<file path="config.mk">
export PLATFORM = sky130hd
export DESIGN_NAME = inference_sequencer_flat
export DESIGN_NICKNAME = d
export VERILOG_FILES = /design/src/rtl/inference_sequencer_if.sv /design/src/rtl/inference_sequencer.sv /design/src/flat_wrapper.sv
export SDC_FILE = /design/constraint.sdc
export NUM_CORES = 1
export LEC_CHECK = 0
export ABC_AREA = 0
export BUFFER_PORTS_ARGS = -buffer_cell sky130_fd_sc_hd__buf_2
export CAP_MARGIN = 20
export CORE_MARGIN = 2
export CORE_UTILIZATION = 50
export CTS_CLUSTER_SIZE = 28
export DETAILED_ROUTE_END_ITERATION = 8
export PLACE_DENSITY = 0.76
export SETUP_SLACK_MARGIN = 0.3
export SLEW_MARGIN = 20
export SYNTH_ARGS = -nofsm -noshare
export SYNTH_HDL_FRONTEND = slang
export SYNTH_SLANG_ARGS = --single-unit
</file>
<file path="constraint.sdc">
create_clock -name clk -period 4.5 [get_ports clk]
set_clock_uncertainty 0.05 [all_clocks]
set_input_delay 0.45 -clock clk [delete_from_list [all_inputs] [get_ports clk]]
set_output_delay 0.45 -clock clk [all_outputs]
set_load 0.005 [all_outputs]
</file>
<file path="src/rtl/inference_sequencer_if.sv">
// Host-side port bundle of the inference sequencer: beat request, result
// handshake, and the per-class statistics readout.
interface inference_sequencer_if #(
    parameter int unsigned STAT_W = 16
);
    logic              beat_valid;
    logic              beat_ready;
    logic [1:0]        res_class;
    logic              res_timeout;
    logic              res_valid;
    logic              res_ready;
    logic              stat_clr;
    logic [STAT_W-1:0] stat_cnt0;
    logic [STAT_W-1:0] stat_cnt1;
    logic [STAT_W-1:0] stat_cnt2;
    logic [STAT_W-1:0] stat_cnt3;
    logic              busy;

    modport master (
        output beat_valid, res_ready, stat_clr,
        input  beat_ready, res_class, res_timeout, res_valid,
        input  stat_cnt0, stat_cnt1, stat_cnt2, stat_cnt3, busy
    );

    modport slave (
        input  beat_valid, res_ready, stat_clr,
        output beat_ready, res_class, res_timeout, res_valid,
        output stat_cnt0, stat_cnt1, stat_cnt2, stat_cnt3, busy
    );
endinterface

</file>
<file path="src/rtl/inference_sequencer.sv">
// Per-beat controller for the spiking ECG classifier: clears the network,
// steps it until the decision stage ends or the watchdog fires, returns the class.
module inference_sequencer #(
    parameter int unsigned CLEAR_CYCLES = 2,
    parameter int unsigned MAX_STEPS    = 16,
    parameter int unsigned STAT_W       = 16
) (
    input  logic                  clk,
    input  logic                  resetn,
    inference_sequencer_if.slave  host,
    output logic                  net_clear,
    output logic                  step_en,
    input  logic                  end_process,
    input  logic                  no_spike,
    input  logic [1:0]            class_in
);
    localparam int unsigned CLR_W  = 4;
    localparam int unsigned STEP_W = 8;
    localparam int unsigned NCLS   = 4;

    typedef enum logic [1:0] {IDLE, CLEAR, RUN, DONE} state_e;

    state_e             state_q, state_d;
    logic [CLR_W-1:0]   clr_cnt_q, clr_cnt_d;
    logic [STEP_W-1:0]  step_cnt_q, step_cnt_d;
    logic [STEP_W-1:0]  step_inc;
    logic [1:0]         res_class_q, res_class_d;
    logic               res_timeout_q, res_timeout_d;
    logic               capture;
    logic               beat_ready_q, busy_q, net_clear_q, step_en_q, res_valid_q;
    logic [STAT_W-1:0]  stat_q [NCLS];

    always_comb begin
        state_d       = state_q;
        clr_cnt_d     = clr_cnt_q;
        step_cnt_d    = step_cnt_q;
        res_class_d   = res_class_q;
        res_timeout_d = res_timeout_q;
        capture       = 1'b0;
        step_inc      = step_cnt_q + STEP_W'(1);
        case (state_q)
            IDLE: begin
                if (host.beat_valid) begin
                    state_d   = CLEAR;
                    clr_cnt_d = '0;
                end
            end
            CLEAR: begin
                if (clr_cnt_q == CLR_W'(CLEAR_CYCLES - 1)) begin
                    state_d    = RUN;
                    step_cnt_d = '0;
                end else begin
                    clr_cnt_d = clr_cnt_q + CLR_W'(1);
                end
            end
            RUN: begin
                // A decision in the same cycle as the watchdog takes precedence.
                if (end_process) begin
                    capture       = 1'b1;
                    res_class_d   = class_in;
                    res_timeout_d = no_spike;
                    state_d       = DONE;
                end else begin
                    step_cnt_d = step_inc;
                    if (step_inc == STEP_W'(MAX_STEPS)) begin
                        capture       = 1'b1;
                        res_class_d   = 2'b11;
                        res_timeout_d = 1'b1;
                        state_d       = DONE;
                    end
                end
            end
            DONE: begin
                if (host.res_ready) state_d = IDLE;
            end
            default: state_d = IDLE;
        endcase
    end

    // State, counters and Moore outputs registered from the next state.
    always_ff @(posedge clk) begin
        if (resetn) begin
            state_q       <= IDLE;
            clr_cnt_q     <= '0;
            step_cnt_q    <= '0;
            res_class_q   <= '0;
            res_timeout_q <= 1'b0;
            beat_ready_q  <= 1'b1;
            busy_q        <= 1'b0;
            net_clear_q   <= 1'b0;
            step_en_q     <= 1'b0;
            res_valid_q   <= 1'b0;
        end else begin
            state_q       <= state_d;
            clr_cnt_q     <= clr_cnt_d;
            step_cnt_q    <= step_cnt_d;
            res_class_q   <= res_class_d;
            res_timeout_q <= res_timeout_d;
            beat_ready_q  <= (state_d == IDLE);
            busy_q        <= (state_d != IDLE);
            net_clear_q   <= (state_d == CLEAR);
            step_en_q     <= (state_d == RUN);
            res_valid_q   <= (state_d == DONE);
        end
    end

    // Saturating per-class beat counts; a clear drops a same-cycle capture.
    always_ff @(posedge clk) begin
        if (resetn || host.stat_clr) begin
            for (int i = 0; i < NCLS; i++) stat_q[i] <= '0;
        end else if (capture && (stat_q[res_class_d] != '1)) begin
            stat_q[res_class_d] <= stat_q[res_class_d] + STAT_W'(1);
        end
    end

    assign net_clear        = net_clear_q;
    assign step_en          = step_en_q;
    assign host.beat_ready  = beat_ready_q;
    assign host.busy        = busy_q;
    assign host.res_valid   = res_valid_q;
    assign host.res_class   = res_class_q;
    assign host.res_timeout = res_timeout_q;
    assign host.stat_cnt0   = stat_q[0];
    assign host.stat_cnt1   = stat_q[1];
    assign host.stat_cnt2   = stat_q[2];
    assign host.stat_cnt3   = stat_q[3];
endmodule

</file>
<file path="src/flat_wrapper.sv">
// flat-port wrapper written by rule: the top's interface ports become plain ports
module inference_sequencer_flat 
#(
    parameter int unsigned CLEAR_CYCLES = 2,
    parameter int unsigned MAX_STEPS    = 16,
    parameter int unsigned STAT_W       = 16
)
  (clk, resetn, net_clear, step_en, end_process, no_spike, class_in, host_beat_valid, host_res_ready, host_stat_clr, host_beat_ready, host_res_class, host_res_timeout, host_res_valid, host_stat_cnt0, host_stat_cnt1, host_stat_cnt2, host_stat_cnt3, host_busy);
  inference_sequencer_if #(.STAT_W(STAT_W)) host_i ();
  input  logic clk;
  input  logic resetn;
  output logic net_clear;
  output logic step_en;
  input  logic end_process;
  input  logic no_spike;
  input  logic [1:0] class_in;
  input wire logic [$bits(host_i.beat_valid)-1:0] host_beat_valid;
  input wire logic [$bits(host_i.res_ready)-1:0] host_res_ready;
  input wire logic [$bits(host_i.stat_clr)-1:0] host_stat_clr;
  output wire logic [$bits(host_i.beat_ready)-1:0] host_beat_ready;
  output wire logic [$bits(host_i.res_class)-1:0] host_res_class;
  output wire logic [$bits(host_i.res_timeout)-1:0] host_res_timeout;
  output wire logic [$bits(host_i.res_valid)-1:0] host_res_valid;
  output wire logic [$bits(host_i.stat_cnt0)-1:0] host_stat_cnt0;
  output wire logic [$bits(host_i.stat_cnt1)-1:0] host_stat_cnt1;
  output wire logic [$bits(host_i.stat_cnt2)-1:0] host_stat_cnt2;
  output wire logic [$bits(host_i.stat_cnt3)-1:0] host_stat_cnt3;
  output wire logic [$bits(host_i.busy)-1:0] host_busy;
  assign host_i.beat_valid = host_beat_valid;
  assign host_i.res_ready = host_res_ready;
  assign host_i.stat_clr = host_stat_clr;
  assign host_beat_ready = host_i.beat_ready;
  assign host_res_class = host_i.res_class;
  assign host_res_timeout = host_i.res_timeout;
  assign host_res_valid = host_i.res_valid;
  assign host_stat_cnt0 = host_i.stat_cnt0;
  assign host_stat_cnt1 = host_i.stat_cnt1;
  assign host_stat_cnt2 = host_i.stat_cnt2;
  assign host_stat_cnt3 = host_i.stat_cnt3;
  assign host_busy = host_i.busy;
  inference_sequencer #(.CLEAR_CYCLES(CLEAR_CYCLES), .MAX_STEPS(MAX_STEPS), .STAT_W(STAT_W)) u_core (.clk(clk), .resetn(resetn), .host(host_i), .net_clear(net_clear), .step_en(step_en), .end_process(end_process), .no_spike(no_spike), .class_in(class_in));
endmodule
</file>
==> results of run 1 <==
-- power by group through the flow --
stage                     Clock, mW  Combinational [mW]  Sequential (mW)
after floorplan                   0              0.0816            0.915
after global placement            0               0.140            0.917
after detailed placement          0               0.144            0.917
after CTS                     0.582               0.146            0.899
after global routing          0.614               0.157            0.904
final                         0.579               0.144            0.900
-- per-layer routing --
layer | routed length, um | vias to the layer above | track usage
met2 | 5600 | 117 | 0.401
met3 | 625 | 24 | 0.0518
met1 | 4410 | 1672 | 0.295
met5 | 0 | - | 0
li1 | - | 1621 | -
met4 | 227 | 0 | 0.0823
-- cells in the mapped netlist, drive strengths merged, types with 6 or more instances --
| master | instances |
|---|---|
| nor2 | 80 |
| edfxtp | 64 |
| nand2 | 32 |
| a21oi | 24 |
| dfxtp | 22 |
| mux2i | 21 |
| nor4 | 21 |
| buf | 18 |
| a22oi | 13 |
| xnor2 | 13 |
| nand3 | 9 |
| nor3 | 7 |
| inv | 6 |
| o21ai | 6 |
-- layout make-up --
type | count | area, um^2 | area share
inverter | 6 | 22.5 | 0.00438
sequential | 86 | 2360 | 0.459
timing repair buffer | 102 | 591 | 0.115
tap | 105 | 131 | 0.0255
clock buffer | 10 | 128 | 0.0248
clock inverter | 6 | 76.3 | 0.0148
multi-input combinational | 280 | 1840 | 0.357
-- logic make-up (layout without fill, tap and decap cells) --
| logic type | count (synthesis) | in the layout |
|---|---|---|
| fa+ha+maj | 4 | 4 |
| mux | 23 | 23 |
| compound gates | 59 | 59 |
| buf+inv | 29 | 124 |
| simple gates | 178 | 178 |
| xor+xnor | 16 | 16 |
| flops | 86 | 86 |
-- final timing paths --
| path | start | end | slack, ps |
|---|---|---|---|
| max | u_core.state_q[0] | u_core.stat_q[0][5] | 610 |
| min | host_beat_valid | u_core.clr_cnt_q[3] | 270 |
| max reg2reg | u_core.state_q[0] | u_core.stat_q[0][5] | 610 |
| min reg2reg | u_core.step_cnt_q[1] | u_core.step_cnt_q[1] | 440 |
-- sequential cells by signal, indices dropped and copies added (netlist names) --
name / cells
u_core.clr_cnt_q: 4
u_core.net_clear: 1
u_core.host.res_class: 2
u_core.host.res_timeout: 1
u_core.step_cnt_q: 8
u_core.stat_q: 64
u_core.host.beat_ready: 1
u_core.host.busy: 1
u_core.state_q: 2
u_core.step_en: 1
u_core.host.res_valid: 1
-- repair_timing --
action	4_1_cts	5_1_grt
gates resized for setup	1	4
setup buffers	0	0
endpoints found under the setup margin	5	56
gates cloned	0	0
==> run metrics, run 1 <==
Gate power share=0.089; Vias/cell=5.77; Iter 0 DRT Violations=157; Avg Inst Size Synth=11.0 um^2; final setup vio count=0; Antenna Nets Post-Route=0; most frequent cells in the layout=nor2_1 (80), buf_2 (80), edfxtp_1 (64), nand2_1 (32); H-tree depth=3; Static Leak=~2 nW; Fillers=roughly 690; Synth warnings=0; CP Cell Sequence=nand3b_1 > mux2_2 > a21oi_4 > buf_4 > a21oi_1 > a22oi_2 > nand4_4 > nor4_2 > or2_1 > buf_4 > nor4_1; buffers plus inverters on the worst setup path=2; placed cell area=4910 um^2; clk buf depth=2; placed instance count=about 580; CTS sink count=86; pwr dens=315 nW/um^2; placer's final routability congestion estimate=0.837; Final nets=498; Largest stage delay, worst path=510 ps; I/O pins=just over 80; first-pass GRT wire length=about 18000 um; Hold WC Path Type=in2reg; reg2reg path depth=11; sw frac=0.235; largest family of logic cells by synthesized area=simple AND/OR/NAND/NOR gates; total gr overflow=0; Hold-fix buffers, CTS=0; RSZ-0062 raised after global routing=false; net load switching power=0.381 mW; compound-gate portion of the synthesized area=0.100; area growth from synthesis to final layout=18.6%; row count=33; Crit Path Max Fanout=33; Cells after Synth=about 400; Synth Area in XOR/XNOR=0.0323; layout cell share with drive strength beyond 1=0.300; Crit. End Element=register; Worst EP arrival=3930 ps; Synth Area in Adders=0.0115; vias in the first global route=around 3.5k; Setup TNS=0 ps; Post-Syn Area=approximately 4300 um^2; via count=3434; Num CTS Buffers=9; CP Launch Type=register; worst path required time=around 4500 ps; Die Wd=97.2 um; final cell count without fillers=595; Die H=approximately 97 um; fmax=257 MHz; hold path cells=2; CTS Root Cell=clkbuf_8; internal power=between 1 and 1.5 mW; final instance area=5150 um^2; Simple-Gate Fraction of Synth Area=0.216; final hold violation count=0; Seq cells post-synth=86; outcome=finished clean; Final WS setup=606 ps; Final Max Slew Viols=0; register area share after synthesis=0.544; fin crit share=0.865; Max Cap Violations=0; dpl hpwl=roughly 7800 um; Clock Power Share=0.357; Most used DFF post-synth=edfxtp_1; post-route minimum period=3890 ps; Syn Nets=roughly 410; asr flop ratio synth=0; number of port buffers=80; mux contribution to synthesized area=0.0536; Starting Density=0.523; Placeable Area=8300 um^2; critical path's top delay family=simple AND/OR/NAND/NOR gates; Slew HR=0.507; DR pass1 iterations=4; Power, Total=1.62 mW; Place WS=296 ps; die area=9440 um^2; antenna cells=0; routed len/inst=18.3 um; Clock Pin Slew Worst Setup and Hold Paths=80 ps; Least-Margin Pin Slew=739 ps; CP max stage cell=dfxtp_1; total routed wirelength=10900 um; cell mode on critical path=buf_4; Crit path depth=11; largest net degree at the start of global routing=34; antenna violations before repair=0; Area contributors post-synth=edfxtp_1 (44%), dfxtp_1 (10%), nor2_1 (6.9%); WS Path Type=reg2reg; sequential fraction of design power=0.554; Worst VDD drop=0.194 mV; Clock Latency Late Sink=about 350 ps; gr usage total=0.235; final core utilization=0.620; DRC Markers=0; Post-synth EDFFs=64; leading area contributor after synthesis=edfxtp_1; synth unique cells=54; Hold Slack=271 ps; TritonCTS clock tree=yes; area share of the largest cell type after synthesis=0.443
Note: power is estimated with default switching activity, not from simulation.
==> run 2: changes to the inputs <==
- CORE_UTILIZATION: 50 -> 55
- PLACE_DENSITY: 0.76 -> 0.79
- clock period: 4.5 -> 4.2 ns (I/O delays scaled with it)
==> run 2 against run 1 <==
- combinational power grew 7%
- global-route usage about the same
- worst setup slack lost 23 ps
- die area decreased by 8.7%
- critical path type unchanged
- critical endpoint is now u_core.stat_q[1][5]
- highest routed layer unchanged
==> run metrics, run 2 (synthesized netlist as in run 1, its figures left out) <==
Antenna Nets Post-Route=0 (unchanged); Placeable Area=7690 um^2 (-7.4%); post-route minimum period=3620 ps (-277 ps); vias in the first global route=3188 (-9.6%); clk buf depth=2 (unchanged); worst path required time=4260 ps (-270 ps); Final nets=496 (-0.40%); most flop-heavy register=u_core.stat_q; antenna violations before repair=0 (unchanged); Die H=92.8 um (-4.5%); total routed wirelength=9790 um (-9.9%); H-tree depth=3 (unchanged); Starting Density=0.565 (+0.0416); DR pass1 iterations=4 (unchanged); CP Cell Sequence=nand3b_1 > mux2_2 > a21oi_4 > buf_4 > a21oi_1 > a22oi_2 > nand4_2 > nor4_4 > or4_1 > nand2_1 > buf_4; antenna cells=0 (unchanged); Slew HR=0.567 (+0.0596); Crit Path Max Fanout=11 (-67%); gr usage total=0.235 (about the same); Power, Total=1.62 mW (-0.28%); area growth from synthesis to final layout=17.5%; row count=32 (-3.0%); RSZ-0062 raised after global routing=false; die area=8620 um^2 (-8.7%); Worst EP arrival=3670 ps (-260 ps); Iter 0 DRT Violations=170 (+8.3%); DRC Markers=0 (unchanged); placer's final routability congestion estimate=0.852 (+1.8%); Crit. End Element=register; fmax=276 MHz (+7.6%); CP Launch Type=register; Num CTS Buffers=9 (unchanged); final hold violation count=0 (unchanged); Largest stage delay, worst path=500 ps (about the same); Gate power share=0.095 (+0.006); outcome=finished clean; number of port buffers=80 (unchanged); CTS sink count=86 (unchanged); buffers plus inverters on the worst setup path=2 (unchanged); dpl hpwl=7000 um (-9.9%); Worst VDD drop=0.206 mV (+6.2%); total gr overflow=0 (unchanged); first-pass GRT wire length=15600 um (-11%); Max Cap Violations=0 (unchanged); CTS Root Cell=clkbuf_8; fin crit share=0.861 (-0.00405); max reg flops=64 (unchanged); cell mode on critical path=buf_4; largest net degree at the start of global routing=24 (-29%); critical path's top delay family=simple AND/OR/NAND/NOR gates; sw frac=0.249 (+0.0144); layout cell share with drive strength beyond 1=0.305 (+0.00533); Hold Slack=238 ps (-33.1 ps); Clock Power Share=0.310 (-0.047); Least-Margin Pin Slew=646 ps (-93.3 ps); Top Registers=u_core.stat_q (64), u_core.step_cnt_q (8), u_core.clr_cnt_q (4); final setup vio count=0 (unchanged); TritonCTS clock tree=yes; I/O pins=81 (unchanged); Hold-fix buffers, CTS=0 (unchanged); Clock Pin Slew Worst Setup and Hold Paths=90 ps (about the same); Vias/cell=5.61 (-2.8%); Clock Latency Late Sink=360 ps (about the same); Static Leak=1.99 nW (-0.82%); Hold WC Path Type=in2reg; WS Path Type=reg2reg; sequential fraction of design power=0.595 (+0.041); Setup TNS=0 ps (unchanged); internal power=1.22 mW (-2.2%); Final Max Slew Viols=0 (unchanged); via count=3311 (-3.6%); net load switching power=0.403 mW (+5.8%); most frequent cells in the layout=nor2_1 (80), buf_2 (80), edfxtp_1 (64), nand2_1 (32); routed len/inst=16.6 um (-9.1%); Die Wd=92.8 um (-4.5%); CP max stage cell=dfxtp_1; pwr dens=317 nW/um^2 (+0.63%)
-- run 2: changes by cell type in the layout (fill, tap and decap cells not counted), moves of 2 or more --
cell,before,now
clkinv_4,0,2
buf_6,0,3
bufinv_16,2,0
buf_4,20,16
clkinv_1,3,1
-- run 2: through the flow --
stage                util  std cells  worst slack (ps)  instance area (um^2)
floorplan               -        395               309                  4350
global placement    0.629        569               431                  4840
detailed placement  0.629        569               343                  4840
CTS                 0.651        585               327                  5000
global route        0.664        590               337                  5100
finish              0.664        590               583                  5100
-- run 2: area by class of cell --
type	instances	area, um^2
multi-input combinational	280	1850
clock buffer	10	128
fill	637	2590
clock inverter	6	38.8
inverter	6	22.5
sequential	86	2360
tap	102	128
timing repair buffer	100	574
-- run 2: power groups by stage --
stage	registers (mW)	clock network (mW)	logic, mW
global placement	0.982	0	0.145
finish	0.963	0.502	0.154
detailed placement	0.983	0	0.149
global route	0.967	0.531	0.169
CTS	0.964	0.508	0.150
floorplan	0.980	0	0.0881
-- run 2: metal layers --
metal  global-route usage  part of all wire  routed length (um)
met1                0.318              0.45                4360
met2                0.377              0.48                4720
met3               0.0407             0.057                 554
met4               0.0956             0.016                 152
met5                    0                 0                   0
-- run 2: final timing paths --
path                             start                    to  slack [ps]  cells after the start
setup / recovery     u_core.state_q[0]   u_core.stat_q[1][5]         580                     11
setup reg to reg     u_core.state_q[0]   u_core.stat_q[1][5]         580                     11
hold / removal         host_beat_valid   u_core.clr_cnt_q[3]         240                      2
hold reg to reg   u_core.step_cnt_q[1]  u_core.step_cnt_q[1]         430                      2
-- run 2: timing repair --
action                                  4_1_cts  5_1_grt
buffers inserted                              0        5
resized for setup                             0        9
endpoints found under the setup margin        0      108
